$ cat config.mk
export PLATFORM = sky130hd
export DESIGN_NAME = eth_phy_link_ctrl
export DESIGN_NICKNAME = d
export VERILOG_FILES = /design/src/rtl/eth_phy_link_ctrl_pkg.sv /design/src/rtl/eth_phy_link_ctrl_timer.sv /design/src/rtl/eth_phy_link_ctrl.sv
export SDC_FILE = /design/constraint.sdc
export NUM_CORES = 1
export LEC_CHECK = 0
export ABC_AREA = 1
export BUFFER_PORTS_ARGS = -buffer_cell sky130_fd_sc_hd__buf_2
export CORE_MARGIN = 2
export CORE_UTILIZATION = 40
export CTS_CLUSTER_DIAMETER = 50
export DETAILED_ROUTE_END_ITERATION = 8
export HOLD_SLACK_MARGIN = 0.02
export PLACE_DENSITY_LB_ADDON = 0.12
export SETUP_SLACK_MARGIN = 0.02
export SYNTH_ARGS = -nofsm -noshare
export SYNTH_HDL_FRONTEND = slang
export SYNTH_SLANG_ARGS = --single-unit
$ cat constraint.sdc
create_clock -name clk -period 2.7 [get_ports clk]
set_input_delay 0.135 -clock clk [delete_from_list [all_inputs] [get_ports clk]]
set_output_delay 0.135 -clock clk [all_outputs]
set_load 0.01 [all_outputs]
$ cat src/rtl/eth_phy_link_ctrl_pkg.sv
// Shared types and widths for the 10G PHY rx link bring-up controller.
package eth_phy_link_ctrl_pkg;

  typedef enum logic [2:0] {
    ST_IDLE        = 3'd0,
    ST_RESET       = 3'd1,
    ST_WAIT_LOCK   = 3'd2,
    ST_PRBS_TEST   = 3'd3,
    ST_WAIT_STABLE = 3'd4,
    ST_UP          = 3'd5,
    ST_FAIL        = 3'd6
  } link_state_t;

  localparam int unsigned PRBS_ERR_W = 16;
  localparam int unsigned ERR_CNT_W  = 7;

  function automatic int unsigned max_u(input int unsigned a, input int unsigned b);
    return (a > b) ? a : b;
  endfunction

endpackage

$ cat src/rtl/eth_phy_link_ctrl_timer.sv
// Loadable down-counter shared by all timed phases; holds at zero.
module link_ctrl_timer #(
  parameter int unsigned W = 12
) (
  input  logic         clk,
  input  logic         rst_n,
  input  logic         load,
  input  logic [W-1:0] load_value,
  output logic [W-1:0] value,
  output logic         zero
);

  always_ff @(posedge clk or negedge rst_n) begin
    if (!rst_n) begin
      value <= '0;
    end else if (load) begin
      value <= load_value;
    end else if (value != '0) begin
      value <= value - W'(1);
    end
  end

  assign zero = (value == '0);

endmodule

$ cat src/rtl/eth_phy_link_ctrl.sv
// PHY rx link bring-up / supervision FSM with retry limit.
// Optional PRBS31 self-test phase enabled by defining LINK_CTRL_PRBS_EN.
module eth_phy_link_ctrl
  import eth_phy_link_ctrl_pkg::*;
#(
  parameter int unsigned RESET_HOLD    = 16,
  parameter int unsigned LOCK_TIMEOUT  = 4096,
  parameter int unsigned PRBS_CYCLES   = 1024,
  parameter int unsigned ERR_THRESH    = 16,
  parameter int unsigned STABLE_CYCLES = 64,
  parameter int unsigned MAX_RETRIES   = 3
) (
  input  logic                               clk,
  input  logic                               rst_n,
  input  logic                               enable,
  input  logic                               rx_block_lock,
  input  logic                               rx_high_ber,
  input  logic                               rx_status,
  input  logic [ERR_CNT_W-1:0]               rx_error_count,
  output logic                               phy_rx_rst,
  output logic                               cfg_tx_prbs31_enable,
  output logic                               cfg_rx_prbs31_enable,
  output logic                               link_up,
  output logic                               link_fail,
  output logic [$clog2(MAX_RETRIES+1)-1:0]   retry_count,
  output logic [PRBS_ERR_W-1:0]              prbs_err_total,
  output logic [2:0]                         state
);

  localparam int unsigned RC_W    = $clog2(MAX_RETRIES + 1);
  localparam int unsigned TMR_MAX = max_u(max_u(RESET_HOLD, LOCK_TIMEOUT),
                                          max_u(PRBS_CYCLES, STABLE_CYCLES));
  localparam int unsigned TMR_W   = (TMR_MAX > 1) ? $clog2(TMR_MAX) : 1;

  link_state_t             state_q, state_d;
  logic [RC_W-1:0]         retry_q, retry_d;
  logic [PRBS_ERR_W-1:0]   total_q, total_d;
  logic                    prbs_en_q;
  logic                    tmr_load, tmr_zero, do_retry, link_good;
  logic [TMR_W-1:0]        tmr_val, tmr_value_unused;

  assign link_good = rx_block_lock & ~rx_high_ber & rx_status;

`ifdef LINK_CTRL_PRBS_EN
  logic [PRBS_ERR_W:0] sum_ext;
  assign sum_ext = {1'b0, total_q} + (PRBS_ERR_W+1)'(rx_error_count);
`endif

  link_ctrl_timer #(.W(TMR_W)) u_timer (
    .clk        (clk),
    .rst_n      (rst_n),
    .load       (tmr_load),
    .load_value (tmr_val),
    .value      (tmr_value_unused),
    .zero       (tmr_zero)
  );

  always_comb begin
    state_d  = state_q;
    retry_d  = retry_q;
    total_d  = total_q;
    tmr_load = 1'b0;
    tmr_val  = '0;
    do_retry = 1'b0;

    if (!enable) begin
      state_d  = ST_IDLE;
      retry_d  = '0;
      total_d  = '0;
      tmr_load = 1'b1;
    end else begin
      case (state_q)
        ST_IDLE: begin
          state_d  = ST_RESET;
          retry_d  = '0;
          tmr_load = 1'b1;
          tmr_val  = TMR_W'(RESET_HOLD - 1);
        end
        ST_RESET: begin
          if (tmr_zero) begin
            state_d  = ST_WAIT_LOCK;
            tmr_load = 1'b1;
            tmr_val  = TMR_W'(LOCK_TIMEOUT - 1);
          end
        end
        ST_WAIT_LOCK: begin
          if (rx_block_lock) begin
            tmr_load = 1'b1;
`ifdef LINK_CTRL_PRBS_EN
            state_d  = ST_PRBS_TEST;
            total_d  = '0;
            tmr_val  = TMR_W'(PRBS_CYCLES - 1);
`else
            state_d  = ST_WAIT_STABLE;
            tmr_val  = TMR_W'(STABLE_CYCLES - 1);
`endif
          end else if (tmr_zero) begin
            do_retry = 1'b1;
          end
        end
`ifdef LINK_CTRL_PRBS_EN
        ST_PRBS_TEST: begin
          // Final cycle's count is folded in before the threshold decision.
          total_d = sum_ext[PRBS_ERR_W] ? '1 : sum_ext[PRBS_ERR_W-1:0];
          if (!rx_block_lock) begin
            do_retry = 1'b1;
          end else if (tmr_zero) begin
            if (32'(total_d) >= ERR_THRESH) begin
              do_retry = 1'b1;
            end else begin
              state_d  = ST_WAIT_STABLE;
              tmr_load = 1'b1;
              tmr_val  = TMR_W'(STABLE_CYCLES - 1);
            end
          end
        end
`endif
        ST_WAIT_STABLE: begin
          if (!link_good) begin
            tmr_load = 1'b1;
            tmr_val  = TMR_W'(STABLE_CYCLES - 1);
          end else if (tmr_zero) begin
            state_d = ST_UP;
          end
        end
        ST_UP: begin
          if (rx_high_ber || !rx_block_lock) begin
            do_retry = 1'b1;
          end
        end
        ST_FAIL: ;
        default: state_d = ST_IDLE;
      endcase

      if (do_retry) begin
        if (retry_q == RC_W'(MAX_RETRIES)) begin
          state_d = ST_FAIL;
        end else begin
          retry_d  = retry_q + RC_W'(1);
          state_d  = ST_RESET;
          tmr_load = 1'b1;
          tmr_val  = TMR_W'(RESET_HOLD - 1);
        end
      end
    end
  end

  // Outputs are registered from the next state so they move with the state.
  always_ff @(posedge clk or negedge rst_n) begin
    if (!rst_n) begin
      state_q    <= ST_IDLE;
      retry_q    <= '0;
      total_q    <= '0;
      prbs_en_q  <= 1'b0;
      phy_rx_rst <= 1'b1;
      link_up    <= 1'b0;
      link_fail  <= 1'b0;
    end else begin
      state_q    <= state_d;
      retry_q    <= retry_d;
      total_q    <= total_d;
      prbs_en_q  <= (state_d == ST_PRBS_TEST);
      phy_rx_rst <= (state_d inside {ST_IDLE, ST_RESET, ST_FAIL});
      link_up    <= (state_d == ST_UP);
      link_fail  <= (state_d == ST_FAIL);
    end
  end

  assign state       = state_q;
  assign retry_count = retry_q;

`ifdef LINK_CTRL_PRBS_EN
  assign cfg_tx_prbs31_enable = prbs_en_q;
  assign cfg_rx_prbs31_enable = prbs_en_q;
  assign prbs_err_total       = total_q;
`else
  logic unused_prbs;
  assign unused_prbs          = ^{prbs_en_q, total_q, rx_error_count, ERR_THRESH[0]};
  assign cfg_tx_prbs31_enable = 1'b0;
  assign cfg_rx_prbs31_enable = 1'b0;
  assign prbs_err_total       = '0;
`endif

endmodule

# Word level (Yosys, flattened, before mapping)

Cells that the tools add are included.

$add $sub $neg: 2
Equal/unequal tests: 9
Mux-type cells: 32
Bitwise gates (word level): 3
Reduce and logical (&&, ||, !) cells: 9

Operators with widths:

| operator                | count |
|---|---|
| $mux W12                | 6 |
| $pmux W12 S4            | 1 |
| $mux W3                 | 7 |
| $eq A3 B3 Y1 const B    | 5 |
| $pmux W3 S5             | 1 |
| $logic_not A12 Y1       | 1 |
| $mux W6                 | 2 |
| $reduce_bool A12 Y1     | 1 |
| $sub A12 B1 Y12 const B | 1 |
| $mux W1                 | 9 |
| $mux W2                 | 4 |
| $eq A3 B1 Y1 const B    | 2 |
| $logic_not A3 Y1        | 2 |
| $pmux W1 S4             | 1 |
| $eq A3 B2 Y1 const B    | 1 |
| $reduce_bool A3 Y1      | 1 |
| $add A2 B1 Y2 const B   | 1 |
| $and A1 B1 Y1           | 2 |
| $eq A2 B2 Y1 const B    | 1 |
| $pmux W1 S2             | 1 |
| $reduce_bool A2 Y1      | 1 |
| $reduce_or A2 Y1        | 1 |
| $logic_not A1 Y1        | 1 |
| $logic_or A1 B1 Y1      | 1 |
| $not A1 Y1              | 1 |

Register bits: 20
Input port bits: 13
Logic and storage cells: 61

# Logic depth before layout (Yosys ltp)

Gate-level depths: netlist (run 1).

Depth in word-level cells: 9
Gate-level depth with buffers: 13
Gate-level depth less buffers: 12

# Cells and area by module

Synthesis (run 1) repeated with hierarchy kept, for this count alone.

Cell total of the unflattened synthesis: 217
Area total of the unflattened synthesis: 1,514.0 um^2

By module, submodules not included:

| module            | instances | cells an instance | area an instance (um^2) | sequential area each (um^2) |
|---|---|---|---|---|
| link_ctrl_timer   | 1         | 122               | 834.6                   | 300.3 |
| eth_phy_link_ctrl | 1         | 95                | 679.4                   | 201.4 |

# Worst setup path after synthesis (run 1)

OpenSTA, ideal clock, no wires.

Path type: reg-to-reg
Start point: register u_timer.value[0]
End point: register u_timer.value[4]
Setup time: 0.127 ns
Arrival time: 1.394 ns
Data required time: 2.573 ns
Slack: 1.179 ns
Stages on the path, launching flop included: 11
Path through: dfrtp_1 > inv_1 > ha_1 > nand2_2 > nor2_4 > nand3_2 > nand2_4 > nand2_4 > buf_6 > nand4_1 > a21oi_1

Cells in the longest elaborated chain, start to end: 8
Elaborated cells between the ends (all ways): 19
Those cells by class: add/sub: 1; mux: 15; reduce/logical: 3

Ends and longest elaborated chain:

| element                                               | RTL line                                         | source |
|---|---|---|
| start: declaration                                    | eth_phy_link_ctrl_timer.sv:9                     | `output logic [W-1:0] value,` |
| start signal: assignment                              | eth_phy_link_ctrl_timer.sv:17                    | `value <= load_value;` |
| start signal: assignment                              | eth_phy_link_ctrl_timer.sv:19                    | `value <= value - W'(1);` |
| $logic_not A12 Y1                                     | eth_phy_link_ctrl_timer.sv:23                    | `assign zero = (value == '0);` |
| $mux W1                                               | eth_phy_link_ctrl.sv:80, eth_phy_link_ctrl.sv:97 |  |
| $mux W1                                               | eth_phy_link_ctrl.sv:87                          | `if (rx_block_lock) begin` |
| $pmux W1 S2                                           | eth_phy_link_ctrl.sv:72                          | `case (state_q)` |
| $mux W1                                               | eth_phy_link_ctrl.sv:66                          | `if (!enable) begin` |
| $mux W12 / $mux W1 (equally long branches)            | eth_phy_link_ctrl.sv:135                         | `if (do_retry) begin` |
| $mux W12 / $mux W1 (equally long branches)            | eth_phy_link_ctrl.sv:66                          |  |
| $mux W12 / $reduce_bool A2 Y1 (equally long branches) | n/a                                              |  |

Several ways; a longest one is shown, not always the timed one. The select of a mux whose other input is x is not followed.
A chain may end at the register's enable or synchronous reset.

# Worst setup path in the final report (run 1)

Start point: register u_timer.value[0]
End point: register u_timer.value[1]

Same word-level chain as after synthesis.

==> impl_metrics.env, run 1 <==
export IMPL_status="finished clean"
export IMPL_grt_pass1_wl_um=5550
export IMPL_core_area_um2=3610
export IMPL_seqPwrFrac_pct=39.6
export IMPL_place_hpwl_um=2220
export IMPL_ant_nets=0
export IMPL_cp_data_required_time_ps=2900
export IMPL_cp_max_fo=11
export IMPL_synth_cell_types=27
export IMPL_rsz0062_at_grt="no"
export IMPL_start_util_pct=41.0
export IMPL_core_rowCount=22
export IMPL_final_hold_violation_count=0
export IMPL_skew_ps=4.91
export IMPL_syn_instance_count=197
export IMPL_period_minus_slack_ps=2070
export IMPL_synth_avg_cell_area_um2=7.51
export IMPL_critPathKind="reg2reg"
export IMPL_switching_share_pct=40.7
export IMPL_peakVddDrop_uv=344
export IMPL_layout_commonest_cell="nand2_1"
export IMPL_dr_first_iter_drc_count=55
export IMPL_netlist_area_um2=1480
export IMPL_setup_viol=0
export IMPL_yosys_warnings=0
export IMPL_drc=0
export IMPL_grt_pass1_vias=1277
export IMPL_die_w_um=64.8
export IMPL_synth_xor_area_share_pct=4.15
export IMPL_dieArea_um2=4200
export IMPL_drive_above_1_share_pct=19.0
export IMPL_synth_yosys_seq_area_share_pct=33.9
export IMPL_wl_um=3010
export IMPL_p_clk_share_pct=20.4
export IMPL_synthAdderAreaFrac_pct=2.54
export IMPL_grt_overflow=0
export IMPL_maxSlewViolCount=0
export IMPL_fin_cells=258
export IMPL_switching_power_w=0.000409
export IMPL_worst_pin_slew_ps=595
export IMPL_worstHoldStart="enable"
export IMPL_slew_headroom_pct=60.3
export IMPL_via_per_inst=4.79
export IMPL_tritoncts="built"
export IMPL_synth_top_family_by_area="simple AND/OR/NAND/NOR gates"
export IMPL_grt_usage_pct=16.6
export IMPL_num_vias=1235
export IMPL_fillCellCount=374
export IMPL_clock_latency_ps=260
export IMPL_antenna_found_initial=0
export IMPL_most_common_layout_cells="nand2_1, inv_1, dfrtp_1"
export IMPL_power_leakage_nw=0.850
export IMPL_post_cts_buffers=0
export IMPL_whs_path_depth=3
export IMPL_die_y_um=64.8
export IMPL_clockBufferDepth=2
export IMPL_cts_sinks=20
export IMPL_r2r_setup_slack_ps=630
export IMPL_synth_compound_gate_area_share_pct=6.68
export IMPL_maxCapViolations=0
export IMPL_setup_tns_ps=0
export IMPL_finalCritPeriodShare_pct=76.6
export IMPL_whs_endpoint="retry_count[1]"
export IMPL_r2r_start="u_timer.value[0]"
export IMPL_cp_arrival_ps=2270
export IMPL_muxShareOfSynthArea_pct=0
export IMPL_cts_clk_slew_worst_paths_ps=80
export IMPL_combinationalPowerShare_pct=40.0
export IMPL_p_int_w=0.000595
export IMPL_nNetsFinal=227
export IMPL_areaGrowthSynthToFinish_pct=4.65
export IMPL_p_per_area_nw_per_um2=649
export IMPL_cts_htree_levels=1
export IMPL_synth_simple_gate_area_share_pct=34.3
export IMPL_dp_cells=253
export IMPL_cts_root_buf="clkbuf_8"
export IMPL_rr_worst_depth=11
export IMPL_endpoint_kind="flip-flop"
export IMPL_reg2reg_to="u_timer.value[1]"
export IMPL_post_drt_wl_per_cell_um=11.7
export IMPL_port_buffers=13
export IMPL_place_congestion=0.821
export IMPL_start_kind="flip-flop"
export IMPL_timing_fmax_mhz=484
export IMPL_min_path_type="in2reg"
export IMPL_synth_seq_cells=20
export IMPL_ios=39
export IMPL_cts_buffers=3
export IMPL_antennaDiodeCount=0
export IMPL_cts_resized=0
export IMPL_grt_max_degree=21
export IMPL_dr_pass1_iters=4
registers in the layout (all words and copies together) (netlist names):
register and cells:
u_timer.value 12, phy_rx_rst 1, state 3, retry_count 2, link_fail 1, link_up 1
power by group through the flow:
| stage | Sequential, W | Combinational, W | Clock [W] |
|---|---|---|---|
| detailed placement | 0.000403 | 0.000396 | 0 |
| floorplan | 0.000396 | 0.000347 | 0 |
| global placement | 0.000402 | 0.000390 | 0 |
| finish | 0.000397 | 0.000402 | 0.000205 |
| global route | 0.000406 | 0.000467 | 0.000223 |
| CTS | 0.000397 | 0.000404 | 0.000213 |
metal layers:
metal,up-vias,GRT usage (%),share of wire [%]
met1,583,21.9,47
met2,37,28.6,48
met4,0,3.19,0.90
li1,611,-,-
met5,-,0,0
met3,4,2.60,4.5
metrics by stage:
stage	worst slack (ps)	hold slack (ps)	total power, W	cell area [um^2]	utilization (%)
after global placement	678	114	0.000792	1490	41.4
after global routing	385	362	0.00110	1550	42.9
after CTS	596	326	0.00101	1550	42.9
final	633	329	0.00100	1550	42.9
after detailed placement	634	124	0.000800	1490	41.4
after floorplan	1180	-161	0.000743	1540	-
critical path: stages (launching register included):
cell	delay [ps]
dfrtp_1	390
inv_1	120
ha_1	230
nand2_2	90
nor2_4	50
nand3_2	70
nand2_2	50
nor2_2	460
nand3_2	160
nor2_4	240
nand2_1	80
nand2_1	70
synth_stat cells (all sizes together):
cell type	instances	area (um^2)
nand3b	1	7.51
conb	1	3.75
inv	25	93.8
xnor2	3	26.3
buf	21	161
nand4	9	56.3
nor2	22	115
nand2	51	226
nand3	14	85.1
or2	1	6.26
a21oi	12	63.8
clkbuf	1	13.8
o21ai	7	35.0
dfrtp	19	475
ha	3	37.5
xor2	4	35.0
dfstp	1	26.3
nor3	2	10.0
final cells by class:
cell class | instances | area [um^2] | area share (%)
Multi-Input combinational cell | 147 | 772 | 49.9
Sequential cell | 20 | 502 | 32.4
Inverter | 25 | 93.8 | 6.06
Timing Repair Buffer | 14 | 75.1 | 4.85
Tap cell | 48 | 60.1 | 3.88
Clock buffer | 4 | 45.0 | 2.91
cells by family (layout without fill, tap and decap cells):
family	count (synthesis)	in the layout
AOI/OAI and AO/OA	19	19
xor gates and xnor gates	7	7
adders and majority gates	3	3
buffers and inverters	47	43
DFF	20	20
other	1	18
and+or+nand+nor	100	100
what timing repair did:
item	4_1_cts	5_1_grt
hold buffers	1	0
setup endpoints to repair	0	0
endpoints found under the hold margin	19	0
worst max-delay path by stage:
stage	startpoint	endpoint	slack, ps	depth (start not counted)
after detailed placement	u_timer.value[0]	u_timer.value[1]	630	11
after global placement	u_timer.value[0]	u_timer.value[1]	680	11
after floorplan	u_timer.value[0]	u_timer.value[4]	1180	10
after global routing	u_timer.value[0]	u_timer.value[1]	390	11
after CTS	u_timer.value[0]	u_timer.value[1]	600	11
final	u_timer.value[0]	u_timer.value[1]	630	11
(Power assumes the default switching activity.)
==> inputs of run 2 (changes only) <==
ABC_AREA = 0   (was 1)
clock period = 2.07 ns   (was 2.7 ns; I/O delays follow)
==> run 2 against run 1 <==
Net effect: clock power up 12%; hold slack worse by 210 ps; register-to-register slack worse by 520 ps; design area up 0.57%.
==> impl_metrics.env, run 2 <==
export IMPL_status="finished clean"
export IMPL_place_congestion=0.868
export IMPL_power_leakage_nw=0.741
export IMPL_die_y_um=62.8
export IMPL_final_hold_violation_count=0
export IMPL_cp_max_fo=4
export IMPL_grt_pass1_vias=1120
export IMPL_dr_first_iter_drc_count=51
export IMPL_whs_path_depth=3
export IMPL_antennaDiodeCount=0
export IMPL_yosys_area_top_type_share_pct=34.3
export IMPL_via_per_inst=5.18
export IMPL_setup_viol=0
export IMPL_fin_util_pct=46.6
export IMPL_num_vias=1187
export IMPL_clockBufferDepth=2
export IMPL_maxSlewViolCount=0
export IMPL_synth_edff_count=0
export IMPL_timing_fmax_mhz=512
export IMPL_drc=0
export IMPL_cts_clk_slew_worst_paths_ps=120
export IMPL_grt_pass1_wl_um=5150
export IMPL_post_drt_wl_per_cell_um=13.3
export IMPL_synthTopCellsByCount="a21oi_1, buf_4, dfrtp_1, nand2_1, nor2_1"
export IMPL_ios=39
export IMPL_slowest_stage="or4b_1"
export IMPL_period_minus_slack_ps=1950
export IMPL_grt_overflow=0
export IMPL_maxCapViolations=0
export IMPL_cts_root_buf="clkbuf_4"
export IMPL_synth_cell_types=42
export IMPL_grt_max_degree=21
export IMPL_min_path_type="in2reg"
export IMPL_post_cts_buffers=0
export IMPL_clock_latency_ps=300
export IMPL_antenna_found_initial=0
export IMPL_syn_instance_count=160
export IMPL_cts_sinks=20
export IMPL_dp_cells=224
export IMPL_wl_um=3040
export IMPL_port_buffers=13
export IMPL_async_flop_share_pct=100
export IMPL_netlist_area_um2=1390
export IMPL_fin_cells=229
export IMPL_ant_nets=0
export IMPL_synth_largest_area_cell="dfrtp_1"
export IMPL_crit_chain="inv_1, ha_1, nor3b_4, nand4_2, o31ai_4, a2111oi_0, or4b_1"
export IMPL_die_w_um=62.8
export IMPL_cts_buffers=3
export IMPL_cp_data_required_time_ps=2300
export IMPL_synth_seq_cells=20
export IMPL_grt_usage_pct=16.4
export IMPL_cp_arrival_ps=2180
export IMPL_endpoint_kind="flip-flop"
export IMPL_finalCritPeriodShare_pct=94.4
export IMPL_peakVddDrop_uv=343
export IMPL_most_common_layout_cells="a21oi_1, dfrtp_1, conb_1"
export IMPL_skew_ps=5.65
export IMPL_start_util_pct=41.5
export IMPL_yosys_warnings=0
export IMPL_place_hpwl_um=2330
export IMPL_rsz0062_at_grt="yes"
export IMPL_cts_htree_levels=1
export IMPL_synth_ff_type="dfrtp_1"
export IMPL_p_total_w=0.00120
export IMPL_core_area_um2=3340
export IMPL_areaGrowthSynthToFinish_pct=12.4
export IMPL_synth_avg_cell_area_um2=8.66
export IMPL_critPathMaxStageDelay_ps=520
export IMPL_drive_above_1_share_pct=19.7
export IMPL_regMostFlops="u_timer.value"
export IMPL_start_kind="flip-flop"
export IMPL_dieArea_um2=3950
export IMPL_synth_yosys_seq_area_share_pct=36.2
export IMPL_dr_pass1_iters=4
export IMPL_fillCellCount=347
export IMPL_netlist_top_cells_area="dfrtp_1, buf_4, a21oi_1"
export IMPL_tritoncts="built"
export IMPL_rr_worst_depth=7
export IMPL_largest_reg_flops=12
export IMPL_p_per_area_nw_per_um2=771
export IMPL_nNetsFinal=200
export IMPL_critPathKind="reg2reg"
export IMPL_setup_tns_ps=0
export IMPL_core_rowCount=21
run 2: cells by family after synthesis:
family	after synthesis	synth area share, %
flip-flops	20	36.2
AND/OR/NAND/NOR	60	24.4
other	1	0.271
adder cells (fa/ha/maj)	3	2.71
AO/OA/AOI/OAI	39	17.8
buffers and inverters	28	12.9
XOR/XNOR	9	5.69
run 2: cell type report:
| type | instances | area (um^2) | area share (%) |
|---|---|---|---|
| Multi-Input combinational cell | 129 | 788 | 50.6 |
| Sequential cell | 20 | 502 | 32.2 |
| Timing Repair Buffer | 24 | 150 | 9.65 |
| Tap cell | 46 | 57.6 | 3.70 |
| Clock buffer | 4 | 36.3 | 2.33 |
| Inverter | 6 | 22.5 | 1.45 |
run 2: final timing paths:
check / slack [ps] / to / from
min in group asynchronous: 270 / retry_count[0] / rst_n
hold reg to reg: 600 / retry_count[0] / retry_count[0]
hold / removal: 120 / u_timer.value[7] / enable
setup reg to reg: 120 / phy_rx_rst / u_timer.value[1]
setup / recovery: 120 / phy_rx_rst / u_timer.value[1]
max in group asynchronous: 1460 / phy_rx_rst / rst_n
run 2: critical path: cells and delay by family (launching register included):
kind                     cells  cell delay [ps]
flip-flops                   1              410
AO/OA/AOI/OAI                2              330
AND/OR/NAND/NOR              3              910
adder cells (fa/ha/maj)      1              150
buffers and inverters        1               90
run 2: report_power, final:
part	total (W)	switching, W	internal, W
sequential	0.000504	0.0000654	0.000439
clock	0.000230	0.000123	0.000107
combinational	0.000466	0.000258	0.000209
run 2: timing repair:
| action | in CTS | in global routing |
|---|---|---|
| endpoints found under the hold margin | 19 | 0 |
| hold buffers | 1 | 0 |
| setup endpoints to repair | 0 | 6 |
| resized for setup | 0 | 4 |
run 2: per-layer routing:
layer  global-route usage [%]  part of all wire (%)  vias to the layer above
li1                         -                     -                      585
met1                     21.6                    46                      572
met2                     28.2                    50                       28
met3                     1.62                   3.3                        2
met4                     5.56                  0.63                        0
met5                        0                     0                        -
run 2: through the flow:
stage / hold slack [ps] / area [um^2] / worst slack, ps
finish: 119 / 1560 / 117
global route: 130 / 1560 / -29.8
CTS: 114 / 1540 / 34.1
detailed placement: 82.4 / 1490 / 85.7
global placement: 79.1 / 1490 / 105
floorplan: -192 / 1450 / 164
